--- config.mk ---
export PLATFORM = sky130hd
export DESIGN_NAME = weights_sram_loader
export DESIGN_NICKNAME = d
export VERILOG_FILES = /design/src/rtl/weights_sram_loader.sv
export SDC_FILE = /design/constraint.sdc
export NUM_CORES = 1
export LEC_CHECK = 0
export ABC_AREA = 1
export ABC_CLOCK_PERIOD_IN_PS = 2850
export CORE_ASPECT_RATIO = 0.75
export CORE_MARGIN = 2
export CORE_UTILIZATION = 44
export CTS_CLUSTER_DIAMETER = 150
export DETAILED_ROUTE_END_ITERATION = 16
export HOLD_SLACK_MARGIN = 0.1
export PLACE_DENSITY = 0.67
export SYNTH_ARGS = -nofsm -noshare
export SYNTH_HDL_FRONTEND = slang
export SYNTH_SLANG_ARGS = --single-unit
export TNS_END_PERCENT = 100
--- constraint.sdc ---
create_clock -name i_clk -period 2.85 [get_ports i_clk]
set_input_delay 0.57 -clock i_clk [delete_from_list [all_inputs] [get_ports i_clk]]
set_output_delay 0.57 -clock i_clk [all_outputs]
set_load 0.005 [all_outputs]
--- src/rtl/weights_sram_loader.sv ---
// Packs a stream of int8 weight bytes into 32-bit SRAM words, little-endian lanes.
// Optional macro WEIGHTS_LOADER_CKSUM_EN adds a 16-bit byte-sum output o_checksum.
module weights_sram_loader #(
    parameter int ADR_W  = 16,
    parameter int SRAM_W = 32
) (
    input  logic              i_clk,
    input  logic              i_rst,
    input  logic              i_start,
    input  logic [ADR_W-1:0]  i_base_addr,
    input  logic [ADR_W+1:0]  i_num_bytes,
    input  logic              i_wgt_valid,
    input  logic [7:0]        i_wgt_data,
    output logic              o_wgt_ready,
    output logic [ADR_W-1:0]  o_sram_addr,
    output logic              o_sram_wren,
    output logic [SRAM_W-1:0] o_sram_wdata,
    output logic              o_busy,
`ifdef WEIGHTS_LOADER_CKSUM_EN
    output logic [15:0]       o_checksum,
`endif
    output logic              o_done
);

    typedef enum logic [1:0] {
        ST_IDLE = 2'd0,
        ST_LOAD = 2'd1,
        ST_DONE = 2'd2
    } state_t;

    state_t             r_state;
    logic               r_done_phase;
    logic [1:0]         r_lane;
    logic [ADR_W+1:0]   r_remaining;
    logic [ADR_W-1:0]   r_addr;
    logic [SRAM_W-1:0]  r_pack;
    logic               r_wgt_ready;
    logic               r_sram_wren;
    logic [ADR_W-1:0]   r_sram_addr;
    logic [SRAM_W-1:0]  r_sram_wdata;
    logic               r_busy;
    logic               r_done;
    logic               w_accept;
    logic               w_word_full;
    logic               w_last_byte;
    logic [SRAM_W-1:0]  w_pack_next;

    assign w_accept    = i_wgt_valid & r_wgt_ready;
    assign w_word_full = (r_lane == 2'd3);
    assign w_last_byte = (r_remaining == (ADR_W+2)'(1));
    // Lanes above r_lane are always zero, so OR-ing in the new byte both packs
    // the word and leaves unused upper lanes zero for a short final word.
    assign w_pack_next = r_pack | (SRAM_W'(i_wgt_data) << {r_lane, 3'b000});

    // NOTE: every register here is assigned with <= so all state updates see
    // the pre-edge values; reset is synchronous, checked first inside the edge.
    always_ff @(posedge i_clk) begin
        if (i_rst) begin
            r_state      <= ST_IDLE;
            r_done_phase <= 1'b0;
            r_lane       <= 2'd0;
            r_remaining  <= '0;
            r_addr       <= '0;
            r_pack       <= '0;
            r_wgt_ready  <= 1'b0;
            r_sram_wren  <= 1'b0;
            r_sram_addr  <= '0;
            r_sram_wdata <= '0;
            r_busy       <= 1'b0;
            r_done       <= 1'b0;
        end else begin
            r_sram_wren <= 1'b0;
            r_done      <= 1'b0;
            case (r_state)
                ST_IDLE: begin
                    if (i_start) begin
                        r_busy       <= 1'b1;
                        r_done_phase <= 1'b0;
                        if (i_num_bytes != '0) begin
                            r_state     <= ST_LOAD;
                            r_wgt_ready <= 1'b1;
                            r_addr      <= i_base_addr;
                            r_remaining <= i_num_bytes;
                            r_lane      <= 2'd0;
                            r_pack      <= '0;
                        end else begin
                            r_state <= ST_DONE;
                        end
                    end
                end
                ST_LOAD: begin
                    if (w_accept) begin
                        r_remaining <= r_remaining - 1'b1;
                        if (w_word_full || w_last_byte) begin
                            r_sram_wren  <= 1'b1;
                            r_sram_addr  <= r_addr;
                            r_sram_wdata <= w_pack_next;
                            r_addr       <= r_addr + 1'b1;
                            r_pack       <= '0;
                            r_lane       <= 2'd0;
                        end else begin
                            r_pack <= w_pack_next;
                            r_lane <= r_lane + 1'b1;
                        end
                        if (w_last_byte) begin
                            r_state      <= ST_DONE;
                            r_wgt_ready  <= 1'b0;
                            r_done_phase <= 1'b0;
                        end
                    end
                end
                ST_DONE: begin
                    // Two cycles in DONE: the first drains the final write, the second pulses o_done.
                    if (!r_done_phase) begin
                        r_done_phase <= 1'b1;
                        r_done       <= 1'b1;
                    end else begin
                        r_done_phase <= 1'b0;
                        r_busy       <= 1'b0;
                        r_state      <= ST_IDLE;
                    end
                end
                default: begin
                    r_state     <= ST_IDLE;
                    r_wgt_ready <= 1'b0;
                    r_busy      <= 1'b0;
                end
            endcase
        end
    end

`ifdef WEIGHTS_LOADER_CKSUM_EN
    logic [15:0] r_checksum;

    always_ff @(posedge i_clk) begin
        if (i_rst) begin
            r_checksum <= '0;
        end else if ((r_state == ST_IDLE) && i_start) begin
            r_checksum <= '0;
        end else if ((r_state == ST_LOAD) && w_accept) begin
            r_checksum <= r_checksum + 16'(i_wgt_data);
        end
    end

    assign o_checksum = r_checksum;
`endif

    assign o_wgt_ready  = r_wgt_ready;
    assign o_sram_addr  = r_sram_addr;
    assign o_sram_wren  = r_sram_wren;
    assign o_sram_wdata = r_sram_wdata;
    assign o_busy       = r_busy;
    assign o_done       = r_done;

endmodule

======== After elaboration in Yosys (flattened, before gate mapping) ========
Index checks and enable logic that the tools add are counted.
Widths: inputs -> output; s select.
word-level totals
  input port bits ......................... 46
  logic and storage cells ................. 82
  output and inout port bits .............. 52
  bits in registers ....................... 123
operators by class
  bitwise operators ....................... 5
  muxes and demuxes ....................... 37
  shift operators ......................... 1
  reductions and logical operators ........ 14
  add/subtract/negate cells ............... 3
  eq/ne operators ......................... 10
operator list
  operator               count
  $mux 32                4
  $mux 16                4
  $pmux 32 s2            1
  $mux 18                3
  $pmux 18 s2            1
  $or 32x32->32          1
  $pmux 16 s2            1
  $shl 8x5->32           1
  $eq 18x1->1 const B    1
  $mux 2                 9
  $reduce_bool 18->1     1
  $sub 18x1->18 const B  1
  $add 16x1->16 const B  1
  $ne 2x2->1 const B     6
  $reduce_and 4->1       3
  $reduce_and 5->1       2
  $mux 1                 9
  $pmux 1 s3             3
  $pmux 2 s3             1
  $reduce_and 3->1       2
  $eq 2x2->1 const B     2
  $pmux 2 s2             1
  $not 1->1              3
  $reduce_bool 3->1      1
  8 further kinds        8

======== Longest topological paths before layout ========
Gate-level depths: netlist of run 1.
  depth in word-level cells ............... 5
  gate-level depth with buffers ........... 11
  mapped depth without buffers ............ 11

======== Least setup slack after synthesis of run 1 ========
OpenSTA, ideal clock, no wires.
  path type ............................... input -> register
  from .................................... input i_num_bytes[17]
  to ...................................... register r_pack[10]
  setup slack ............................. 1.062 ns
  required time ........................... 2.784 ns
  path buffers ............................ 2
  cell stages on the path ................. 8
  arrival time ............................ 1.722 ns
  library setup time ...................... 0.066 ns
  cell sequence ........................... or2_1 -> nor2_1 -> nand3_2 -> nand2_4 -> buf_6 -> buf_2 -> nand2_1 -> a21oi_2
between the ends
  longest elaborated chain between the ends .. 3
RTL lines
  item                        RTL line  source
  start: declaration          11        input logic [ADR_W+1:0] i_num_bytes,
  $reduce_bool 18->1          79        if (i_num_bytes != '0) begin
  $ne 2x2->1 (no line)        --
  $reduce_and 4->1 (no line)  --
  end signal: assignment      102       r_pack <= w_pack_next;
  end: declaration            36        logic [SRAM_W-1:0] r_pack;
Every way passes these cells.
A chain may end at the register's enable or synchronous reset.

======== Worst setup path in the final report of run 1 ========
  from .................................... register r_state[0]
  to ...................................... register r_pack[31]
between the ends
  longest elaborated chain between the ends .. 3
  elaborated cells between the ends (all ways) .. 8
  those cells by class .................... eq/ne (4); mux (1); reduce/logical (3)
RTL lines
  item                                                       RTL line  source
  start: declaration                                         31        state_t r_state;
  start signal: assignment                                   59        r_state <= ST_IDLE;
  start signal: assignment                                   80        r_state <= ST_LOAD;
  start signal: assignment                                   87        r_state <= ST_DONE;
  $eq 2x1->1 or $logic_not 2->1 (tied branches)              74        case (r_state)
  $ne 2x2->1 (no line) or $reduce_bool 2->1 (tied branches)  --
  $reduce_and 4->1 (no line)                                 --
Parallel ways exist; a longest one is shown, timed or not.

==> results of run 1 <==
-- cells in the final DEF, fill, tap and decap left out, types with 8 or more instances in the layout --
| master | Yosys | layout |
|---|---|---|
| a21oi_1 | 81 | 81 |
| a21oi_2 | 30 | 30 |
| buf_4 | 1 | 8 |
| clkbuf_16 | 0 | 17 |
| clkdlybuf4s50_1 | 0 | 96 |
| dfxtp_1 | 123 | 123 |
| inv_1 | 40 | 40 |
| nand2_1 | 273 | 273 |
| nand3_1 | 90 | 90 |
| nor2_1 | 92 | 92 |
| o21ai_0 | 31 | 31 |
| o21bai_1 | 33 | 33 |
| or2_2 | 9 | 9 |
-- Yosys cell counts (all sizes together), types with 2 or more instances --
cell type / n
inv: 44
nand4: 7
a21oi: 111
clkbuf: 24
or2: 10
o21bai: 33
o21ai: 35
o31ai: 2
nor2: 100
nand2: 278
nand3: 92
buf: 28
o22ai: 3
nor3: 5
xor2: 2
dfxtp: 123
ha: 4
-- power breakdown --
part,total (mW),switching (mW),leakage [nW],internal [mW]
Clock,2.19,0.815,0.275,1.38
Sequential,1.95,0.124,0.999,1.82
Combinational,0.969,0.635,1.61,0.334
Total,5.10,1.57,2.89,3.53
-- kinds of logic after synthesis --
logic type / count (synthesis)
AND/OR/NAND/NOR: 492
XOR/XNOR: 2
AO/OA/AOI/OAI: 186
buffers and inverters: 97
adder cells (fa/ha/maj): 4
flip-flops: 123
-- sequential cells by signal (all words and copies together) (netlist names) --
register,flops
o_sram_wdata,32
r_pack,32
r_remaining,18
o_sram_addr,16
r_addr,16
r_lane,2
r_state,2
o_busy,1
o_done,1
o_sram_wren,1
o_wgt_ready,1
r_done_phase,1
-- metrics by stage --
stage            util  instances  worst slack (ns)
4_1_cts        0.5708       1168            0.6187
3_3_place_gp   0.5272       1136            0.3841
6_report       0.5708       1168            0.6118
5_1_grt        0.5708       1168            0.4115
2_1_floorplan       -        904             1.062
3_5_place_dp   0.5272       1136            0.3466
-- cell type report --
class | count | area, µm² | area share
multi-input cells | 684 | 3289 | 0.4191
well taps | 175 | 219.0 | 0.02790
repair buffers | 109 | 1106 | 0.1409
flip-flops and latches | 123 | 2462 | 0.3137
inverters | 45 | 171.4 | 0.02184
clock inverters | 14 | 171.4 | 0.02184
clock buffers | 18 | 429.2 | 0.05468
-- path summary, 6_finish.rpt --
check | from | to
max | r_state[0] | r_pack[31]
min | o_sram_wdata[4] | o_sram_wdata[4]
max reg2reg | r_state[0] | r_pack[31]
min reg2reg | o_sram_wdata[4] | o_sram_wdata[4]
-- critical path: stages (launching register included) --
cell	delay [ns]
dfxtp_1	0.64
inv_2	0.14
nor2_4	0.35
nand2_1	0.11
nand2_2	0.10
nor2_4	0.06
nand2_4	0.14
inv_4	0.13
nand2_4	0.09
buf_12	0.23
a21oi_1	0.10
-- per-layer routing --
metal  global-route usage  vias up  wire length, µm
met1               0.3520     2766             8536
met4              0.05500        0              121
li1                     -     3122                -
met2               0.3280      196             7187
met3              0.05136       12             1097
met5                    0        -                0
==> results.md, run 1 <==
* Status: finished clean
* CTS tree: built
* 1st-pass router iterations at 5
* DR iter-0 viols at roughly 550
* Number of buffers created by CTS at 17
* Clk slew on worst S/H paths at roughly 0.06 ns
* Row cnt at 37
* Antenna cells at 0
* WS Path Type: flip-flop to flip-flop
* CTS H-tree depth at 4
* Syn-to-layout area delta at 26.32%
* Pleak at approximately 2.9 nW
* Vias in the first global route at ~5500
* Setup crit start kind: flip-flop
* Synthesized Nets at about 950
* CTS sink cnt at 123
* Synth Area in Compound Gates at 0.1832
* Post-synth top area share at 0.3963
* Synth top area cells: dfxtp_1 40%, nand2_1 16%, nand3_1 7.2%
* GP Congestion at roughly 0.9
* Share of cells above drive strength 1 at 0.1027
* GR Overflow Total at 0
* Setup Viol. Count Final at 0
* Hold-fix buffers, CTS at 0
* Register bit total from synthesis at approximately 120
* Routed WL at between 15 and 20 mm
* Post-synthesis xor/xnor area fraction at 0.002819
* Worst Max-Slew Pin Slew at 0.7550 ns
* Antenna violations before repair at 0
* Unique masters post-synth at 33
* Root Driver: clkbuf_16
* Fmax at about 450 MHz
* DRC at 0
* Fin Hold WS at 0.4583 ns
* Die outline height at 106.9 µm
* CTS resizes at 0
* Post-Synth Simple-Gate Area at 0.3345
* Hold Path Class: flip-flop to flip-flop
* Post-synthesis mux area share at 0
* Max_slew headroom at 0.4966
* Die width at 141.2 µm
* Core area at about 14000 µm²
* Final cycle utilization of the critical path at 0.7853
* VDD IR max at roughly 360 µV
* Synth Warn # at 0
* Fin Clk Skew at between 0.01 and 0.015 ns
* Synth Instances at around 900
* First-pass GRT wire length at about 28 mm
* Final-report hold violation count at 0
* Fin crit period at approximately 2.2 ns
* R2R depth at 10
* Critical path peak fanout at 33
* Top FF cell, synth: dfxtp_1
* Average vias per placed instance at about 5.2
* Final slew viol count at 0
* Post-synth EDFFs at 0
* Req. time, crit path at approximately 3.1 ns
* Hold path depth at 2
* Ys async rst share at 0
* Max-cap violations at 0
* Synth Area in Adders at 0.008055
* Largest net degree at the start of global routing at 70
* Mapped cell area at 6213 µm²
* Via count at around 6100
* WL/cell at ~15 µm
* Design Area, Final at 7849 µm²
* Syn_area_per_cell at 6.873 µm²
* RSZ-0062 raised after global routing: no
* Post-layout nets at between 1000 and 1500
* Setup TNS at 0 ns
* Post-DRT Antenna Nets at 0
* Max Root-Sink Buffers at 2
* I/O Pins at 98
* Total Power at between 5 and 6 mW
* Worst skew pair latency at 0.41 ns
* Post-CTS setup buffers at 0
* Pwr/cell area at about 650 nW/µm²
* Fillers at ~1300
* GR Util All Layers at 0.2309
* DP HPWL at 11.53 mm
* Crit path arrival time at roughly 2.5 ns
* Largest family of logic cells by synthesized area: simple AND/OR/NAND/NOR gates
* Die area at 15100 µm²
* IO Port Bufs at 97
* Yosys top cell by area: dfxtp_1
* Critical Path Sink Type: flip-flop
* DP Area at 7248 µm²
* Post-synthesis sequential area ratio at 0.3963
* R2R setup slack at between 0.6 and 0.7 ns
* Starting Density at 0.4519
(Power assumes the default switching activity.)
==> run 2: changes to the inputs <==
--- a/config.mk
+++ b/config.mk
@@ -6,14 +6,14 @@
 export NUM_CORES = 1
 export LEC_CHECK = 0
 export ABC_AREA = 1
-export ABC_CLOCK_PERIOD_IN_PS = 2850
+export ABC_CLOCK_PERIOD_IN_PS = 2000
 export CORE_ASPECT_RATIO = 0.75
 export CORE_MARGIN = 2
 export CORE_UTILIZATION = 44
 export CTS_CLUSTER_DIAMETER = 150
 export DETAILED_ROUTE_END_ITERATION = 16
 export HOLD_SLACK_MARGIN = 0.1
-export PLACE_DENSITY = 0.67
+export PLACE_DENSITY = 0.7
 export SYNTH_ARGS = -nofsm -noshare
 export SYNTH_HDL_FRONTEND = slang
 export SYNTH_SLANG_ARGS = --single-unit
==> constraint.sdc (replaced) <==
create_clock -name i_clk -period 2 [get_ports i_clk]
set_input_delay 0.4 -clock i_clk [delete_from_list [all_inputs] [get_ports i_clk]]
set_output_delay 0.4 -clock i_clk [all_outputs]
set_load 0.005 [all_outputs]
==> run 2 against run 1 <==
  * Via count increased by 3.3%
  * Core utilization increased by 2.8 points
  * Sequential cell count unchanged
  * Maximum frequency increased by 26%
  * Sequential power increased by 42%
  * Critical path depth decreased by 1
  * Highest routed layer unchanged
  * Routed wire length increased by 1.4%
  * Final area increased by 4.9%
  * Die area unchanged
  * Combinational power increased by 61%
==> results.md, run 2 (synthesized netlist as in run 1, its figures left out) <==
* Via count at approximately 6300
* CTS resizes at 0
* Status: finished clean
* Starting Density at 0.4519
* GP Congestion at 0.8792
* Worst Max-Slew Pin Slew at around 0.5 ns
* WS Path Type: flip-flop to flip-flop
* DRC at 0
* Critical Path Sink Type: flip-flop
* Routed WL at approximately 17 mm
* Vias in the first global route at 5663
* Average vias per placed instance at between 5 and 6
* Syn-to-layout area delta at 32.46%
* Most common library cell in the layout ignoring fill and taps: nand2_1
* Total Power at 7.685 mW
* CTS tree: built
* Setup crit start kind: flip-flop
* Crit path arrival time at between 2 and 2.5 ns
* Leading cell types in the layout, fill and taps excluded: 273 x nand2_1, 123 x dfxtp_1, 96 x clkdlybuf4s50_1
* Share of cells above drive strength 1 at 0.1359
* IO Port Bufs at 97
* Final cycle utilization of the critical path at 0.8908
* Final Core Density at 0.5986
* Fin Clk Skew at roughly 0.018 ns
* Fin Hold WS at slightly below 0.4 ns
* Max-cap violations at 0
* Post-layout nets at 1067
* Worst Hold Launch: i_rst
* Req. time, crit path at approximately 2.4 ns
* Share of power burned in registers at 0.359
* I/O Pins at 98
* Max_slew headroom at 0.6633
* Largest net degree at the start of global routing at 70
* P_int at 5.322 mW
* DR iter-0 viols at 476
* Fillers at 1256
* Core area at between 10000 and 15000 µm²
* Antenna cells at 0
* WL/cell at roughly 14 µm
* Switching share of total power at 0.3075
* DP Area at approximately 7600 µm²
* GR Overflow Total at 0
* Number of buffers created by CTS at 17
* Clk slew on worst S/H paths at about 0.070 ns
* Root Driver: clkbuf_16
* Row cnt at 37
* Antenna violations before repair at 0
* Hold Path Class: primary input to flip-flop
* Worst skew pair latency at around 0.43 ns
* Post-CTS setup buffers at 0
* Final slew viol count at 0
* Pleak at around 3.1 nW
* Die outline height at around 110 µm
* CTS sink cnt at between 100 and 150
* Fin crit period at between 1.5 and 2 ns
* Setup TNS at 0 ns
* Design Area, Final at ~8200 µm²
* Reg2reg start: r_remaining[2]
* Pwr/cell area at a little over 900 nW/µm²
* Clk pwr share at 0.439
* First-pass GRT wire length at 28.05 mm
* Die area at 15100 µm²
* Post-DRT Antenna Nets at 0
* CTS H-tree depth at 4
* Max Root-Sink Buffers at 2
* 1st-pass router iterations at 7
* Final-report hold violation count at 0
* Switch Pwr at roughly 2.4 mW
* Combinational share of power at 0.203
* Hold-fix buffers, CTS at 0
* Die width at ~140 µm
* RSZ-0062 raised after global routing: no
* Setup Viol. Count Final at 0
* CP startpoint: r_remaining[2]
* Fmax at around 560 MHz
* Critical path peak fanout at 11
* DP HPWL at 11.82 mm
* GR Util All Layers at 0.2313
* VDD IR max at roughly 750 µV
run 2: cell count changes in the layout (fill, tap and decap cells not counted), sizes merged:
cell | before | now
buf | 13 | 50
clkbuf | 18 | 17
bufinv | 3 | 4
inv | 45 | 49
clkinvlp | 6 | 2
run 2: area by class of cell:
type	instances	area, µm²	area share
Multi-Input combinational cell	684	3289	0.3997
Timing Repair Buffer	146	1450	0.1762
Sequential cell	123	2462	0.2992
Clock inverter	15	212.7	0.02584
Inverter	45	171.4	0.02083
Tap cell	175	219.0	0.02660
Clock buffer	17	425.4	0.05169
run 2: final timing paths:
path              cells after the start               end  slack (ns)
setup reg to reg                      9        r_addr[14]        0.22
setup / recovery                      9        r_addr[14]        0.22
hold / removal                        4   r_remaining[11]        0.39
hold reg to reg                       2  o_sram_wdata[11]        0.46
run 2: per-stage QoR:
| stage | cells | setup slack, ns |
|---|---|---|
| 2_1_floorplan | 904 | 0.3819 |
| 3_3_place_gp | 1173 | -0.1604 |
| 3_5_place_dp | 1173 | -0.1825 |
| 4_1_cts | 1205 | 0.1940 |
| 5_1_grt | 1205 | 0.01422 |
| 6_report | 1205 | 0.2184 |
run 2: power groups by stage:
stage	combinational (mW)	clock, mW	sequential [mW]
6_report	1.56	3.37	2.76
3_5_place_dp	1.54	0	2.80
3_3_place_gp	1.53	0	2.80
4_1_cts	1.55	3.37	2.75
5_1_grt	1.74	3.49	2.78
2_1_floorplan	1.05	0	2.75
run 2: critical path, stage by stage (launching register included):
cell,delay (ns)
dfxtp_1,0.34
nor2_1,0.20
nand2_1,0.10
nor2_1,0.15
nand3_1,0.18
nand2_2,0.16
nor2_1,0.08
nor2_4,0.25
nand2_1,0.11
a21oi_1,0.13
run 2: per-layer routing:
metal	track usage	share of wire	wire (µm)	vias to the layer above
met5	0	0	0	-
met4	0.06929	0.012	214	0
met2	0.3360	0.42	7146	207
li1	-	-	-	3195
met3	0.04243	0.060	1027	23
met1	0.3466	0.51	8786	2873
==> run 3: changes to the inputs <==
--- a/config.mk
+++ b/config.mk
@@ -14,6 +14,7 @@
 export DETAILED_ROUTE_END_ITERATION = 16
 export HOLD_SLACK_MARGIN = 0.1
 export PLACE_DENSITY = 0.7
+export SKIP_LAST_GASP = 1
 export SYNTH_ARGS = -nofsm -noshare
 export SYNTH_HDL_FRONTEND = slang
 export SYNTH_SLANG_ARGS = --single-unit
==> results of run 3 <==
Final layout, timing and power as in run 2 (identical DEF).
